$ cat config.mk
export PLATFORM = sky130hd
export DESIGN_NAME = irq_request_reg_flat
export DESIGN_NICKNAME = d
export VERILOG_FILES = /design/src/rtl/irq_request_reg_if.sv /design/src/rtl/irq_request_reg.sv /design/src/flat_wrapper.sv
export SDC_FILE = /design/constraint.sdc
export NUM_CORES = 1
export LEC_CHECK = 0
export ABC_AREA = 1
export CAP_MARGIN = 40
export CORE_AREA = 2 2 58 60
export DETAILED_ROUTE_END_ITERATION = 10
export DIE_AREA = 0 0 60 62
export PLACE_DENSITY = 0.77
export SYNTH_ARGS = -nofsm -noshare
export SYNTH_HDL_FRONTEND = slang
export SYNTH_SLANG_ARGS = --single-unit
$ cat constraint.sdc
create_clock -name clk -period 2.8 [get_ports clk]
set_input_delay 0.28 -clock clk [delete_from_list [all_inputs] [get_ports clk]]
set_output_delay 0.28 -clock clk [all_outputs]
set_load 0.05 [all_outputs]
$ cat src/rtl/irq_request_reg_if.sv
// irq_request_reg_if: request, control and arbitration-result signals of irq_request_reg
interface irq_request_reg_if #(
  parameter int NUM_CH = 8,
  parameter int IDX_W = $clog2(NUM_CH)
);
  logic [NUM_CH-1:0] interrupt_Requests;
  logic [NUM_CH-1:0] mask;
  logic [NUM_CH-1:0] IRR_Output;
  logic ltim;
  logic rotate_en;
  logic ack;
  logic int_req;
  logic [IDX_W-1:0] int_id;
  modport master (
    output interrupt_Requests, mask, ltim, rotate_en, ack,
    input IRR_Output, int_req, int_id
  );
  modport slave (
    input interrupt_Requests, mask, ltim, rotate_en, ack,
    output IRR_Output, int_req, int_id
  );
endinterface

$ cat src/rtl/irq_request_reg.sv
// irq_request_reg: pending-request register with edge/level capture and fixed/rotating arbitration
module irq_request_reg #(
  parameter int NUM_CH = 8,
  parameter int IDX_W = $clog2(NUM_CH)
) (
  input logic clk,
  input logic rst,
  irq_request_reg_if.slave bus
);
  logic [NUM_CH-1:0] prev_q, irr_q, irr_d, elig, rot, clr;
  logic int_req_q, int_req_d, acc;
  logic [IDX_W-1:0] int_id_q, int_id_d, base_q, base_d, start, off;
  logic [IDX_W:0] sum;
  assign acc = bus.ack & int_req_q;
  assign clr = acc ? NUM_CH'(1) << int_id_q : '0;
  assign irr_d = (bus.interrupt_Requests & ~prev_q)
               | ((bus.ltim ? bus.interrupt_Requests : bus.interrupt_Requests & irr_q) & ~clr);
  assign elig = irr_q & ~bus.mask;
  assign start = bus.rotate_en ? base_q : '0;
  assign rot = NUM_CH'({elig, elig} >> start);
  // offset from start of the first eligible channel
  always_comb begin
    off = '0;
    for (int k = NUM_CH - 1; k >= 0; k--) off = rot[k] ? IDX_W'(k) : off;
  end
  assign sum = {1'b0, start} + {1'b0, off};
  assign int_id_d = acc ? int_id_q
                  : (sum >= (IDX_W+1)'(NUM_CH) ? IDX_W'(sum - (IDX_W+1)'(NUM_CH)) : sum[IDX_W-1:0]);
  assign int_req_d = ~acc & (|elig);
  assign base_d = (acc & bus.rotate_en) ? (int_id_q == IDX_W'(NUM_CH - 1) ? '0 : int_id_q + 1'b1) : base_q;
  // state update; prev tracks the inputs even during reset so held lines are not seen as edges
  always_ff @(posedge clk) begin
    prev_q <= bus.interrupt_Requests;
    if (rst) begin
      irr_q <= '0;
      int_req_q <= 1'b0;
      int_id_q <= '0;
      base_q <= '0;
    end else begin
      irr_q <= irr_d;
      int_req_q <= int_req_d;
      int_id_q <= int_id_d;
      base_q <= base_d;
    end
  end
  assign bus.IRR_Output = irr_q;
  assign bus.int_req = int_req_q;
  assign bus.int_id = int_id_q;
endmodule

$ cat src/flat_wrapper.sv
// flat-port wrapper written by rule: the top's interface ports become plain ports
module irq_request_reg_flat 
#(
  parameter int NUM_CH = 8,
  parameter int IDX_W = $clog2(NUM_CH)
)
  (clk, rst, bus_interrupt_Requests, bus_mask, bus_ltim, bus_rotate_en, bus_ack, bus_IRR_Output, bus_int_req, bus_int_id);
  irq_request_reg_if #(.NUM_CH(NUM_CH), .IDX_W(IDX_W)) bus_i ();
  input logic clk;
  input logic rst;
  input wire logic [$bits(bus_i.interrupt_Requests)-1:0] bus_interrupt_Requests;
  input wire logic [$bits(bus_i.mask)-1:0] bus_mask;
  input wire logic [$bits(bus_i.ltim)-1:0] bus_ltim;
  input wire logic [$bits(bus_i.rotate_en)-1:0] bus_rotate_en;
  input wire logic [$bits(bus_i.ack)-1:0] bus_ack;
  output wire logic [$bits(bus_i.IRR_Output)-1:0] bus_IRR_Output;
  output wire logic [$bits(bus_i.int_req)-1:0] bus_int_req;
  output wire logic [$bits(bus_i.int_id)-1:0] bus_int_id;
  assign bus_i.interrupt_Requests = bus_interrupt_Requests;
  assign bus_i.mask = bus_mask;
  assign bus_i.ltim = bus_ltim;
  assign bus_i.rotate_en = bus_rotate_en;
  assign bus_i.ack = bus_ack;
  assign bus_IRR_Output = bus_i.IRR_Output;
  assign bus_int_req = bus_i.int_req;
  assign bus_int_id = bus_i.int_id;
  irq_request_reg #(.NUM_CH(NUM_CH), .IDX_W(IDX_W)) u_core (.clk(clk), .rst(rst), .bus(bus_i));
endmodule
# --- Yosys cells after proc, flatten, opt, wreduce, memory -nomap -nowiden ---
# Cells that the tools add are included.
classes:
  n_addsub: 3
  magnitude_cmp: 1
  n_eq_ne: 1
  n_shift: 2
  muxes: 13
  bitwise_logic: 12
  n_reduce_logical: 1
ops:
  columns: ["cell", "n"]
  rows:
  - ["3-bit two-way mux", 11]
  - ["8-bit bitwise AND", 4]
  - ["8-bit inverter", 3]
  - ["8-bit two-way mux", 2]
  - ["16-bit by 3-bit >> shifter with 8-bit output", 1]
  - ["8-bit OR", 1]
  - ["8-bit OR reduction", 1]
  - ["1-bit by 3-bit << shifter with 8-bit output, first input constant", 1]
  - ["3-bit by 3-bit adder with 4-bit output", 1]
  - ["4-bit >= comparator, second input constant", 1]
  - ["3-bit by 1-bit adder with 3-bit output, second input constant", 1]
  - ["1-bit bitwise AND", 3]
  - ["3-bit == test, second input constant", 1]
  - ["3-bit by 1-bit subtractor with 3-bit output, second input constant", 1]
  - ["1-bit inverter", 1]
totals:
  reg_bits: 23
  input_bits: 21
  output_inout_bits: 12

# --- Longest topological paths before layout ---
depth:
  ltp_word: 14
  depth_mapped: 21

# --- Least setup slack after synthesis ---
# No wires, ideal clock.
synth_timing:
  path_type: "reg2reg"
  from: "register u_core.irr_q[6], in the netlist u_core.bus.IRR_Output[6]"
  to: "register u_core.int_id_q[2], in the netlist u_core.bus.int_id[2]"
  setup_time_ps: 70
  arrival_time_ps: 2588
  required_ps: 2730
  setup_slack_ps: 142
  stages_incl_launch_ff: 21
  path_buffers: 0
  period_less_slack_ps: 2658
  cell_sequence: "dfxtp_1 nand2_1 nand2_1 nand2_1 nand2_1 nand3_1 nand2_1 inv_1 o21bai_1 nand2_1 nand2_1 nand2_1 a21boi_1 ha_1 inv_1 fa_1 xnor2_1 inv_1 nand3_1 nand3_1 a21oi_1"
synth_between:
  elab_chain_len: 13
  word_cells_on_any_way: 14
  classes_between: "add/sub (2); order compare (1); shift (1); mux (9); bitwise (1)"
synth_lines:
  columns: ["element", "line_no", "text"]
  rows:
  - ["start: declaration", "irq_request_reg.sv:10", "logic [NUM_CH-1:0] prev_q, irr_q, irr_d, elig, rot, clr;"]
  - ["start signal: assignment", "irq_request_reg.sv:40", "irr_q <= irr_d;"]
  - ["8-bit bitwise AND (*)", "irq_request_reg.sv:18", "assign elig = irr_q & ~bus.mask;"]
  - ["16-bit by 3-bit >> shifter with 8-bit output (*)", "irq_request_reg.sv:20", "assign rot = NUM_CH'({elig, elig} >> start);"]
  - ["3-bit two-way mux (7 in series)", "irq_request_reg.sv:24", "for (int k = NUM_CH - 1; k >= 0; k--) off = rot[k] ? IDX_W'(k) : off;"]
  - ["3-bit two-way mux (*)", "irq_request_reg.sv:24", null]
  - ["3-bit by 3-bit adder with 4-bit output (*)", "irq_request_reg.sv:26", "assign sum = {1'b0, start} + {1'b0, off};"]
  - ["4-bit >= comparator / 3-bit by 1-bit subtractor with 3-bit output (equally long branches)", "irq_request_reg.sv:28", ": (sum >= (IDX_W+1)'(NUM_CH) ? IDX_W'(sum - (IDX_W+1)'(NUM_CH)) : sum[IDX_W-1:0]);"]
  - ["3-bit two-way mux (*)", "irq_request_reg.sv:28", null]
  - ["end signal: assignment", "irq_request_reg.sv:42", "int_id_q <= int_id_d;"]
  - ["end: declaration", "irq_request_reg.sv:12", "logic [IDX_W-1:0] int_id_q, int_id_d, base_q, base_d, start, off;"]
# Every way passes the cells marked *; elsewhere a longest branch is shown, timed or not.
# A chain may end at the register's enable or synchronous reset.

# --- Worst setup path after layout ---
layout_timing:
  from: "register u_core.base_q[0]"
  to: "register u_core.int_id_q[2], in the netlist u_core.bus.int_id[2]"
layout_between:
  elab_chain_len: 13
  word_cells_on_any_way: 14
  classes_between: "add/sub (2); order compare (1); shift (1); mux (10)"
layout_lines:
  columns: ["element", "line_no", "text"]
  rows:
  - ["start: declaration", "irq_request_reg.sv:12", null]
  - ["start signal: assignment", "irq_request_reg.sv:43", "base_q <= base_d;"]
  - ["3-bit two-way mux (*)", "irq_request_reg.sv:19", "assign start = bus.rotate_en ? base_q : '0;"]
  - ["16-bit by 3-bit >> shifter with 8-bit output", "irq_request_reg.sv:20", null]
  - ["3-bit two-way mux (8 in series)", "irq_request_reg.sv:24", null]
  - ["3-bit by 3-bit adder with 4-bit output (*)", "irq_request_reg.sv:26", null]
  - ["4-bit >= comparator / 3-bit by 1-bit subtractor with 3-bit output (equally long branches)", "irq_request_reg.sv:28", null]
  - ["3-bit two-way mux (*)", "irq_request_reg.sv:28", null]
# Marks and branches as above.

==> flow_metrics.py <==
metrics = {
    "global_routing": {
        "grt_usage_pct": 20.9,
        "grt_pass1_vias": 1432,
        "grt_pass1_wl_mm": 5.95,
        "grt-ovfl-total": 0,
        "gr-usage-met1_pct": 26.9,
        "use_met2_pct": 37.0,
        "antenna_found_initial": 0,
        "grt_max_degree": 14,
        "top_usage_layer": "met2",
        "grt_util_met3_pct": 1.45,
    },
    "logic_synthesis": {
        "synthDominantCellAreaShare_pct": 34.1,
        "yosysTopAreaCell": "dfxtp_1",
        "synth_common_cells": "nand2_1, nand3_1, dfxtp_1",
        "yosysMostFrequentCell": "nand2_1",
        "ys_warn_count": 0,
        "syn_nets": 240,
        "syn_area_per_cell_sq_um": 6.40,
        "ys.flop_type": "dfxtp_1",
        "synthDistinctLibCells": 19,
        "synth_area_leaders": "dfxtp_1, nand2_1, nand3_1, ha_1, inv_1",
        "async_reset_ff_share_pct": 0,
        "seq_area_frac_synth_pct": 34.1,
        "synth_edf_count": 0,
        "yosys_register_bits": 23,
        "netlist_instances": 211,
        "netlist_area_sq_um": 1350,
    },
    "route": {
        "drt-pass1-iter-count": 4,
        "drt_iter0_markers": 106,
        "route.vias.total": 1527,
        "via_per_inst": 4.96,
        "route.detailed.drc": 0,
        "wirelength_mm": 3.63,
        "ant_nets": 0,
        "wl_per_cell_um": 11.8,
    },
    "critical_path": {
        "cp_slowest_cell": "dfxtp_2",
        "path_common_cell": "nand2_1",
        "cp_data_required_time_ns": 3.06,
        "crit_chain": "nand2_4, inv_4, nand2_1, nand2_1, nand2_1, nand3_1, nand2_1, inv_1, o21bai_1, nand2_1, nand2_1, nand2_1, a21boi_2, ha_1, inv_1, fa_2, xnor2_2, inv_1, nand3_1, nand3_1, a21oi_1",
        "startpoint_type": "flip-flop",
        "arrival_ns": 2.77,
        "worstSetupEndpointType": "flip-flop",
        "crit_type": "flip-flop to flip-flop",
        "cpPeakStageDelay_ns": 0.36,
        "cp_top_family": "simple AND/OR/NAND/NOR gates",
        "critPathMaxFanout": 10,
        "critPathBufInv": 4,
        "r2r_setup_slack_ns": 0.29,
    },
    "final_layout": {
        "finalNetCount": 292,
        "layout-drive-gt1-share_pct": 11.8,
        "n_antenna_cell": 0,
        "final_cells": 308,
        "nFillCells": 312,
        "design_area_sq_um": 1910,
        "syn_to_final_growth_pct": 41.3,
        "post-route-util_pct": 60.0,
    },
    "clock_tree": {
        "cts_buffer_depth": 2,
        "clkSinkCount": 23,
        "clock_latency_ns": 0.31,
        "clk_pin_slew_ns": 0.12,
        "cts_tree": "built",
        "cts-hold-fix-buffers": 0,
        "htreeDepth": 1,
        "numCtsBuffers": 3,
        "clock-root-buffer": "clkbuf_4",
    },
    "floorplan": {
        "start_util_pct": 42.5,
        "std_cell_rows": 21,
        "die-area_sq_um": 3720,
        "die_w_um": 60,
        "ioPinCount": 33,
        "coreArea_sq_um": 3180,
        "dieHeight_um": 62,
    },
    "sta": {
        "hold_violations": 0,
        "period_minus_slack_ns": 2.51,
        "max-slew-margin-rel_pct": 65.8,
        "hold_slack_ns": 0.411,
        "finClkSkew_ns": 0.00253,
        "fmax_mhz": 398,
        "setup_viol": 0,
        "tightest_slew_ns": 0.511,
        "drv_slew": 0,
        "setup_slack_ns": 0.287,
        "finalCritPeriodShare_pct": 89.7,
    },
    "hold_path": {
        "hold_class": "flip-flop to flip-flop",
    },
    "placed_design": {
        "place.port_buffers": 32,
        "routabilityCongestion": 0.959,
        "dp.final_hpwl_mm": 2.94,
        "placed_area_sq_um": 1850,
        "dpl.cell_count": 304,
        "place_ws_ns": -0.404,
    },
    "flow_run": {
        "drv_cap": 0,
    },
    "status": {
        "status": "finished, final reports clean",
    },
    "power": {
        "vdd_ir_drop_max_mv": 0.316,
        "p_per_area_nw_per_um2": 412,
        "total_leakage_power_nw": 0.940,
    },
}
[timing repair]
action,CTS,global route
pin swaps,0,3
setup endpoints to repair,1,1
endpoints found under the hold margin,0,0
resized for setup,1,10
setup buffers,0,0
[power breakdown]
| group | total (mW) | leakage (nW) | switching [mW] | internal (mW) |
|---|---|---|---|---|
| clock | 0.152 | 0.0177 | 0.0988 | 0.0535 |
| sequential | 0.369 | 0.192 | 0.0186 | 0.350 |
| combinational | 0.264 | 0.730 | 0.156 | 0.108 |
[state kept, by name, indices dropped and copies added (netlist names)]
| signal | count |
|---|---|
| u_core.bus.int_req | 1 |
| u_core.base_q | 3 |
| u_core.prev_q | 8 |
| u_core.bus.int_id | 3 |
| u_core.bus.IRR_Output | 8 |
[area by class of cell]
type / count / area, sq um / share of cell area [%]
Tap cell: 46 / 57.6 / 3.02
Inverter: 24 / 95.1 / 4.98
Multi-Input combinational cell: 162 / 816 / 42.8
Timing Repair Buffer: 49 / 450 / 23.6
Sequential cell: 23 / 462 / 24.2
Clock inverter: 1 / 5.00 / 0.262
Clock buffer: 3 / 22.5 / 1.18
[per-stage QoR]
stage / TNS (ns) / power, mW
finish: 0 / 0.785
global route: -0.0595 / 0.829
CTS: 0 / 0.783
detailed placement: -0.517 / 0.633
global placement: -0.355 / 0.631
floorplan: 0 / 0.527
[layout by cell type, fill, tap and decap left out, types with 2 or more instances in the layout]
cell type        count
nand2_1             76
nand3_1             32
clkdlybuf4s50_1     31
dfxtp_1             22
inv_1               19
buf_4               17
a21oi_1             13
o21ai_0              9
nor2_1               8
ha_1                 7
nand4_1              4
nor3_1               3
clkbuf_4             3
nand2_2              2
inv_4                2
o21bai_1             2
clkinv_1             2
[kinds of logic (layout without fill, tap and decap cells)]
kind of cell    count (synthesis)  after routing  share of synthesized area, %
buf+inv                        26             77                          7.41
flops                          23             23                          34.1
xor+xnor                        1              1                         0.649
fa+ha+maj                       8              8                          7.97
compound gates                 27             27                          10.8
simple gates                  126            126                          39.0
[path summary, 6_finish.rpt]
| path | cells after the start | end | start |
|---|---|---|---|
| worst max-delay path | 21 | u_core.bus.int_id[2]$_SDFFE_PP0N_ | u_core.base_q[0]$_SDFFE_PP0P_ |
| worst min-delay path | 1 | u_core.bus.IRR_Output[0]$_SDFF_PP0_ | u_core.prev_q[0]$_DFF_P_ |
| worst max register to register | 21 | u_core.bus.int_id[2]$_SDFFE_PP0N_ | u_core.base_q[0]$_SDFFE_PP0P_ |
| worst min register to register | 1 | u_core.bus.IRR_Output[0]$_SDFF_PP0_ | u_core.prev_q[0]$_DFF_P_ |
[layer usage]
layer / vias up / routed length (um)
met5: - / 0
met4: 0 / 53
met3: 7 / 137
met2: 31 / 1850
met1: 696 / 1580
li1: 793 / -
Power figures use the tool's default switching activity.
==> variant: new RTL, same settings <==
`NUM_CH` is set to 8 in 3 places; all go to 4.
--- a/src/rtl/irq_request_reg_if.sv
+++ b/src/rtl/irq_request_reg_if.sv
@@ -1,6 +1,6 @@
 // irq_request_reg_if: request, control and arbitration-result signals of irq_request_reg
 interface irq_request_reg_if #(
-  parameter int NUM_CH = 8,
+  parameter int NUM_CH = 4,
   parameter int IDX_W = $clog2(NUM_CH)
 );
   logic [NUM_CH-1:0] interrupt_Requests;
--- a/src/rtl/irq_request_reg.sv
+++ b/src/rtl/irq_request_reg.sv
@@ -1,6 +1,6 @@
 // irq_request_reg: pending-request register with edge/level capture and fixed/rotating arbitration
 module irq_request_reg #(
-  parameter int NUM_CH = 8,
+  parameter int NUM_CH = 4,
   parameter int IDX_W = $clog2(NUM_CH)
 ) (
   input logic clk,
--- a/src/flat_wrapper.sv
+++ b/src/flat_wrapper.sv
@@ -1,7 +1,7 @@
 // flat-port wrapper written by rule: the top's interface ports become plain ports
 module irq_request_reg_flat 
 #(
-  parameter int NUM_CH = 8,
+  parameter int NUM_CH = 4,
   parameter int IDX_W = $clog2(NUM_CH)
 )
   (clk, rst, bus_interrupt_Requests, bus_mask, bus_ltim, bus_rotate_en, bus_ack, bus_IRR_Output, bus_int_req, bus_int_id);
Ports: changed (resized bus_IRR_Output, bus_int_id, bus_interrupt_Requests and bus_mask); port bits go from 33 to 20. The function was not compared with the original's and may differ.
==> variant against the original RTL <==
Global-route usage decreased by 11 points; cell area decreased by 45%; maximum frequency increased by 38%; total power decreased by 45%; sequential cell count decreased by 10; register-to-register slack improved by 1100 ps; synthesized cell count decreased by 45%; area after synthesis decreased by 42%; worst setup slack improved by 700 ps; hold slack improved by 56 ps; clock skew decreased by 1.9 ps; routed wire length decreased by 57%; critical path type is now reg -> out; largest cell class unchanged.
==> variant: results (changes against the original RTL) <==
The flow ran to the end, and the final reports show no timing, DRC or antenna violations. The maximum number of pins on one net before global-route repair came out at 10 (-4). The run gives 0 (unchanged) as the initial antenna violation count. After synthesis, the cell types taking the most area are dfxtp_1 (33%), nand2_1 (20%), nand2_2 (9.6%). The run gives 2680 um (-55%) as the global-route wire length before repair.

The worst register-to-register path ends at u_core.bus.int_id[1]. The number of setup buffers added after CTS is 0 (unchanged), and the total placed instance area is 0.00102 mm2 (-45%). The worst hold path terminates at u_core.prev_q[0].

The run gives 1380 ps (+1090 ps) as the setup slack on the worst flop-to-flop path. The count of port buffers added during placement is 19 (-41%). The gate family responsible for the most delay along the worst path was buffers and inverters.

The commonest cells after synthesis are nand2_1 (42), dfxtp_1 (13), nand2_2 (12). The run gives 882 ps (+1290 ps) as the post-placement worst setup slack. The critical path starts at u_core.bus.int_id[0]. The clock transition time at the flip-flop clock pins of the worst setup and hold paths is 80 ps (-40 ps).

The run gives 32.9% (-27 points) as the final core utilization. The logs give 0.757 (-21%) for the final weighted congestion in routability-driven placement and 0 (unchanged) for the synthesis warning total. The run gives 67.1% (+1.3 points) as the worst slew slack as a fraction of its limit. The logs give 3 (unchanged) for the number of clock buffers inserted by TritonCTS and 20 (+1) for the number of distinct standard cells referenced by the synthesized netlist. The static power due to leakage is 0.485 nW (-48%). The detailed-placement wirelength estimate was 1260 um (-57%); the maximum clock insertion buffer count was 2 (unchanged). The worst hold margin is 467 ps (+56.3 ps). The fraction of layout instances using a drive strength above 1 is 16.7% (+4.8 points).

The run gives 156 (-47%) as the total number of nets in the final design. The tools report the detailed router's first-iteration violation count as 14 (-87%). The min-delay analysis places its worst path in the category in -> reg. The worst-path cell with the longest stage delay is clkdlybuf4s50_1.

The number of antenna repair diodes was 0 (unchanged); the clock skew was 0.599 ps (-1.93 ps). The share of async-settable or async-resettable flops after synthesis is 0% (unchanged), and the post-synthesis net count is 133 (-45%). The number of standard cells in the final layout excluding fillers was 184 (-40%). The run gives 1 (unchanged) as the H-tree depth reported by CTS.

The tools report the clock root buffer master as clkbuf_4. The startpoint identified for the worst register-to-register timing path is u_core.base_q[1]. The run gives 280 ps (-30 ps) as the clock latency on the worst-skew pair. The run gives 0 (-1) as the count of cells resized by post-cts repair. The arrival time reported for the critical path endpoint was 1530 ps (-1240 ps); the register area share after synthesis was 33.4% (-0.67 points). The total vias in the final route came out at 755 (-51%).

The worst hold path cell count is 1 (unchanged). The maximum fanout along the worst path was 5 (-5). The highest cell delay on the worst timing path works out to 840 ps (+480 ps). Final wirelength: 1570 um (-57%). The all-layer global routing usage was 9.69% (-11 points); the synthesized netlist cell count was 116 (-45%). The cell count of the worst reg-to-reg path came out at 12 (-43%). The via count of the first global-routing pass came out at 698 (-51%). The worst hold path startpoint is bus_interrupt_Requests[0]. The first-pass iteration count of the detailed router is 4 (unchanged).

Worst ir drop on vdd: 0.000325 V (+3.0%).
==> variant: cell count changes in the layout (fill, tap and decap cells not counted), moves of 9 or more <==
cell,before,now
nand3_1,32,8
buf_4,17,0
nand2_1,76,42
dfxtp_1,22,13
inv_1,19,10
clkdlybuf4s50_1,31,19
nand2_2,2,12
==> variant: per-layer routing <==
metal / global-route usage (%) / routed length (um)
met2: 17.4 / 771
met3: 0.621 / 52
met5: 0 / 0
met4: 7.94 / 45
met1: 10.5 / 698
==> variant: where the power goes <==
part           internal (mW)  switching (mW)  total, mW  leakage, nW
logic                 0.0464          0.0664      0.113        0.359
registers              0.195         0.00761      0.203        0.108
clock network         0.0531          0.0611      0.114       0.0177
total                  0.295           0.135      0.430        0.485
==> variant: worst max path at each step <==
| stage | slack (ps) | cells past startpoint | to |
|---|---|---|---|
| detailed placement | 880 | 13 | u_core.bus.int_id[1] |
| CTS | 960 | 1 | bus_int_id[0] |
| global placement | 870 | 13 | u_core.bus.int_id[1] |
| finish | 990 | 1 | bus_int_id[0] |
| floorplan | 1200 | 13 | u_core.bus.int_id[1] |
| global route | 930 | 1 | bus_int_id[0] |
==> variant: cell families after synthesis <==
| kind of cell | count (synthesis) | synth area share (%) |
|---|---|---|
| AND/OR/NAND/NOR | 74 | 45.2 |
| buffers and inverters | 15 | 8.52 |
| flip-flops | 13 | 33.4 |
| AO/OA/AOI/OAI | 10 | 6.43 |
| adder cells (fa/ha/maj) | 4 | 6.43 |
==> variant: final cells by class <==
type	instances	area [um2]
inverter	14	58.8
fill	350	2130
clock inverter	1	5.00
sequential	13	260
multi-input combinational	88	452
tap	46	57.6
clock buffer	3	22.5
timing repair buffer	19	190
